### config.mk
export PLATFORM = sky130hd
export DESIGN_NAME = midi_event_scheduler
export DESIGN_NICKNAME = d
export VERILOG_FILES = /design/src/rtl/midi_event_scheduler.sv
export SDC_FILE = /design/constraint.sdc
export NUM_CORES = 1
export LEC_CHECK = 0
export ABC_AREA = 0
export CORE_MARGIN = 10
export CORE_UTILIZATION = 52
export CTS_CLUSTER_SIZE = 30
export DETAILED_ROUTE_END_ITERATION = 6
export MAX_ROUTING_LAYER = met4
export PLACE_DENSITY_LB_ADDON = 0.08
export SLEW_MARGIN = 20
export SYNTH_ARGS = -nofsm -noshare
export SYNTH_HDL_FRONTEND = slang
export SYNTH_SLANG_ARGS = --single-unit
export TNS_END_PERCENT = 50
### constraint.sdc
create_clock -name clk -period 13.9 [get_ports clk]
set_clock_uncertainty 0.15 [all_clocks]
set_input_delay 1.39 -clock clk [delete_from_list [all_inputs] [get_ports clk]]
set_output_delay 1.39 -clock clk [all_outputs]
set_load 0.01 [all_outputs]
### src/rtl/midi_event_scheduler.sv
// Time-stamped MIDI event sequencer: buffers (delta, message) pairs and releases each
// message on a valid/ready stream once the free-running tick count reaches its deadline.
module midi_event_scheduler #(
  parameter  int unsigned DEPTH  = 8,
  parameter  int unsigned DATA_W = 24,
  parameter  int unsigned TIME_W = 16,
  localparam int unsigned CNT_W  = $clog2(DEPTH + 1),
  localparam int unsigned PTR_W  = $clog2(DEPTH)
) (
  input  logic              clk,
  input  logic              rst,
  input  logic [TIME_W-1:0] now_time,
  input  logic              start,
  input  logic              stop,
  input  logic              flush,
  input  logic              in_valid,
  output logic              in_ready,
  input  logic [TIME_W-1:0] in_delta,
  input  logic [DATA_W-1:0] in_data,
  output logic              out_valid,
  input  logic              out_ready,
  output logic [DATA_W-1:0] out_data,
  output logic [CNT_W-1:0]  count,
  output logic              busy,
  output logic              late
);

  typedef enum logic [1:0] {
    ST_IDLE,
    ST_LOAD,
    ST_WAIT,
    ST_FIRE
  } state_e;

  state_e              state_q, state_d;
  logic [TIME_W-1:0]   base_q, base_d;
  logic [TIME_W-1:0]   deadline_q, deadline_d;
  logic [DATA_W-1:0]   data_q, data_d;
  logic                late_q, late_d;
  logic                out_valid_q, out_valid_d;
  logic                busy_q, busy_d;

  logic [DATA_W-1:0]   data_mem_q  [DEPTH];
  logic [TIME_W-1:0]   delta_mem_q [DEPTH];
  logic [PTR_W-1:0]    wr_ptr_q, rd_ptr_q;
  logic [CNT_W-1:0]    count_q, count_d;

  logic                full, empty, push, pop;
  logic [TIME_W-1:0]   diff;
  logic                due;

  assign full     = (count_q == CNT_W'(DEPTH));
  assign empty    = (count_q == '0);
  assign in_ready = !full && !flush;
  assign push     = in_valid && in_ready;

  // Modular distance past the deadline; the upper half of the range means "not yet".
  assign diff = now_time - deadline_q;
  assign due  = !diff[TIME_W-1];

  always_comb begin
    count_d = count_q;
    if (flush) begin
      count_d = '0;
    end else if (push && !pop) begin
      count_d = count_q + CNT_W'(1);
    end else if (pop && !push) begin
      count_d = count_q - CNT_W'(1);
    end
  end

  always_ff @(posedge clk) begin
    if (push) begin
      data_mem_q[wr_ptr_q]  <= in_data;
      delta_mem_q[wr_ptr_q] <= in_delta;
    end
  end

  always_ff @(posedge clk or posedge rst) begin
    if (rst) begin
      wr_ptr_q <= '0;
      rd_ptr_q <= '0;
      count_q  <= '0;
    end else begin
      count_q <= count_d;
      if (flush) begin
        wr_ptr_q <= '0;
        rd_ptr_q <= '0;
      end else begin
        if (push) wr_ptr_q <= wr_ptr_q + PTR_W'(1);
        if (pop)  rd_ptr_q <= rd_ptr_q + PTR_W'(1);
      end
    end
  end

  // Sequencer: stop always wins; a pending handshake still completes in the stop cycle.
  always_comb begin
    state_d    = state_q;
    base_d     = base_q;
    deadline_d = deadline_q;
    data_d     = data_q;
    late_d     = late_q;
    pop        = 1'b0;
    unique case (state_q)
      ST_IDLE: begin
        if (start && !stop) begin
          base_d  = now_time;
          late_d  = 1'b0;
          state_d = ST_LOAD;
        end
      end
      ST_LOAD: begin
        if (stop) begin
          state_d = ST_IDLE;
        end else if (!empty && !flush) begin
          pop        = 1'b1;
          deadline_d = base_q + delta_mem_q[rd_ptr_q];
          data_d     = data_mem_q[rd_ptr_q];
          state_d    = ST_WAIT;
        end
      end
      ST_WAIT: begin
        if (stop) begin
          state_d = ST_IDLE;
        end else if (due) begin
          if (diff != '0) late_d = 1'b1;
          state_d = ST_FIRE;
        end
      end
      ST_FIRE: begin
        if (out_ready) begin
          base_d  = deadline_q;
          state_d = stop ? ST_IDLE : ST_LOAD;
        end else if (stop) begin
          state_d = ST_IDLE;
        end
      end
      default: state_d = ST_IDLE;
    endcase
    out_valid_d = (state_d == ST_FIRE);
    busy_d      = (state_d != ST_IDLE);
  end

  always_ff @(posedge clk or posedge rst) begin
    if (rst) begin
      state_q     <= ST_IDLE;
      base_q      <= '0;
      deadline_q  <= '0;
      data_q      <= '0;
      late_q      <= 1'b0;
      out_valid_q <= 1'b0;
      busy_q      <= 1'b0;
    end else begin
      state_q     <= state_d;
      base_q      <= base_d;
      deadline_q  <= deadline_d;
      data_q      <= data_d;
      late_q      <= late_d;
      out_valid_q <= out_valid_d;
      busy_q      <= busy_d;
    end
  end

  assign out_valid = out_valid_q;
  assign out_data  = data_q;
  assign count     = count_q;
  assign busy      = busy_q;
  assign late      = late_q;

endmodule

==> flow_summary.ini <==
[outcome]
status = finished, final reports clean

[clock_network]
cts_buffers = 41
cts_hold_buf = 0
cts_buffer_depth = 3
cts_sinks = 391
cts_tree = yes
post-cts-setup-buffer-count = 0
htree_num_levels = 2
clockRootBuffer = clkbuf_16
clk_pin_slew_worst_paths_ps = 60
ctsResizeCount = 0
clock_latency_ps = 520

[sta]
rsz0062_at_grt = false
relSlewSlack = 0.3750
tightest_slew_ps = 937.5
post-route-min-period_ps = 5087
setup-tns-final_ps = 0
slew_viol_final = 0
setup_viol = 0
fmax_ghz = 0.1966
period_share = 0.3660
hold_viol = 0

[critical_path]
path_class = flip-flop to flip-flop
worst-path-buf-inv = 2
rrSetupSlack_ps = 8810
r2r_end = deadline_q[14]
path_cells = buf_4 > mux4_2 > mux2_2 > ha_1 > inv_1 > fa_1 > nor2b_1 > o21ai_1 > a21oi_1 > o41ai_2 > o311a_1 > a211oi_1 > or3_1 > a31o_1
critical_path.max_stage_delay_ps = 950
crit_family = compound AO/OA/AOI/OAI gates
reg2reg_from = rd_ptr_q[0]
critPathArrivalTime_ps = 5340
cp-start-kind = flip-flop
critPathMaxFanout = 43
cp_slowest_cell = dfrtp_4
end_kind = flip-flop
crit_required_ps = 14160
r2r_cells = 14

[synthesis]
syn-cell-area_um2 = 16430
yosysTopAreaCellShare = 0.5850
syn_inst = 981
yosysSeqAreaShare = 0.6931
synth.distinct_cells = 53
syn_nets = 1081
ys.flop_type = edfxtp_1
synth_area_leader_cell = edfxtp_1
synth_edf_count = 320
syn_avg_cell_area_um2 = 16.75
synth_area_leaders = edfxtp_1, mux4_2, dfrtp_1
yosysWarningCount = 0
synth-seq-cells = 391
ys_async_sr_fraction = 0.1816

[floorplan]
num_rows = 65
dieWidth_um = 197.7
fp.dieArea_um2 = 39100
die_h_um = 197.7
io_pins = 95
core_area_um2 = 31390
initial_utilization = 0.5233

[placement]
dpl.hpwl_um = 19790
gp_congestion = 0.7792
io_buffers = 94

[power]
p_int_mw = 2.382
pwr-share-clk = 0.329
seqPwrFrac = 0.447
power.total_mw = 3.275
p_sw_mw = 0.8923
worst_ir_drop_vdd_uv = 123.3
switching_share = 0.2725
p_per_area_nw_per_um2 = 170.3
pwr-share-comb = 0.225
cellLeakagePower_nw = 6.717

[final_layout]
mostFrequentLayoutCell = edfxtp_1
synthToLayoutAreaGrowth_pct = 17.06
multi_input_area_um2 = 4811
fillCellCount = 2310
final_nets = 1194
drive_above_1_share = 0.1698
layout_common_cells = edfxtp_1, clkdlybuf4s50_1, nand2_1, mux4_2, dfrtp_1
regArea_um2 = 11390

[routing]
drtAntennaViolNets = 0
drc = 0
drt-initial-drc-count = 573
first_pass_iters = 5
wl_um = 33480
wire_per_inst_um = 21.90
routed-via-count = 8689
vias_per_cell = 5.683

[worst_hold_path]
hp-start = out_data[5]
holdPathStages = 2
holdCritPathClass = flip-flop to flip-flop
worst_hold_path.endpoint = out_data[5]

[global_routing]
grt_pass1_wl_um = 52220
gr-total-overflow = 0
grt_max_degree = 81
first_global_vias = 8791
antenna_found_initial = 2
grt_use_total = 0.1788

[job]
maxCapViolations = 0
## final cells by class
type	count	area share
Antenna cell	2	0.0002603
Timing Repair Buffer	111	0.05557
Clock buffer	59	0.05954
Clock inverter	15	0.009565
Inverter	32	0.006311
Sequential cell	391	0.5924
Multi-Input combinational cell	517	0.2502
Tap cell	402	0.02616
## worst max path at each step
| stage | start | endpoint | cells after the start |
|---|---|---|---|
| finish | rd_ptr_q[0] | deadline_q[14] | 14 |
| global route | rd_ptr_q[0] | deadline_q[14] | 14 |
| CTS | rd_ptr_q[0] | deadline_q[14] | 14 |
| detailed placement | rd_ptr_q[0] | deadline_q[14] | 14 |
| global placement | rd_ptr_q[0] | deadline_q[14] | 14 |
| floorplan | flush | data_mem_q[2][0] | 4 |
## through the flow
stage | setup WS [ps] | util | hold WS (ps) | instance area (um^2) | std cells
3_5_place_dp | 8694 | 0.5701 | 328.0 | 17900 | 1453
2_1_floorplan | 6944 | - | 306.3 | 16430 | 981
4_1_cts | 8679 | 0.6124 | 341.5 | 19220 | 1527
5_1_grt | 8312 | 0.6126 | 365.9 | 19230 | 1529
3_3_place_gp | 8786 | 0.5701 | 316.5 | 17900 | 1453
6_report | 8813 | 0.6126 | 329.9 | 19230 | 1529
## synthesized netlist by cell type, drive strengths merged, types with 4 or more instances
cell    number
nand2       87
edfxtp     320
buf         18
mux2i       45
xor2         9
nor3        13
a21o         7
inv         32
xnor2       10
nand3        5
o21ai       72
nand2b       4
o31a         4
mux2        14
ha          34
dfrtp       71
clkbuf      23
mux4        80
nor2b        7
a211oi       6
o31ai        5
a21oi       23
o21a         7
nor2        37
## registers in the layout, indices dropped and copies added (netlist names)
name,flops
base_q,16
busy,1
count,4
data_mem_q,192
deadline_q,16
delta_mem_q,128
late,1
out_data,24
out_valid,1
rd_ptr_q,3
state_q,2
wr_ptr_q,3
## power by group through the flow
stage	sequential, mW	combinational, mW	clock (mW)
2_1_floorplan	1.47	0.508	0
3_5_place_dp	1.49	0.741	0
3_3_place_gp	1.49	0.730	0
6_report	1.46	0.736	1.08
4_1_cts	1.47	0.745	1.10
5_1_grt	1.48	0.829	1.15
## cell families after synthesis
| group | count (synthesis) | synth area share |
|---|---|---|
| compound gates | 148 | 0.05576 |
| xor+xnor | 19 | 0.01013 |
| fa+ha+maj | 37 | 0.02955 |
| buf+inv | 73 | 0.01729 |
| flops | 391 | 0.6931 |
| mux | 139 | 0.1467 |
| simple gates | 174 | 0.04745 |
## per-layer routing
| layer | GRT usage | vias to the layer above | wire length, um | share of wire |
|---|---|---|---|---|
| li1 | - | 4066 | - | - |
| met1 | 0.2539 | 4371 | 15450 | 0.46 |
| met2 | 0.2643 | 201 | 15550 | 0.46 |
| met3 | 0.03361 | 51 | 1876 | 0.056 |
| met4 | 0.04243 | 0 | 597 | 0.018 |
| met5 | - | - | 0 | 0 |
## worst min-delay path, cell delays in order, from the launching register on
cell and delay (ps):
dfrtp_1 340, nand2_1 50, o21ai_0 60
Note: power is estimated with default switching activity, not from simulation.
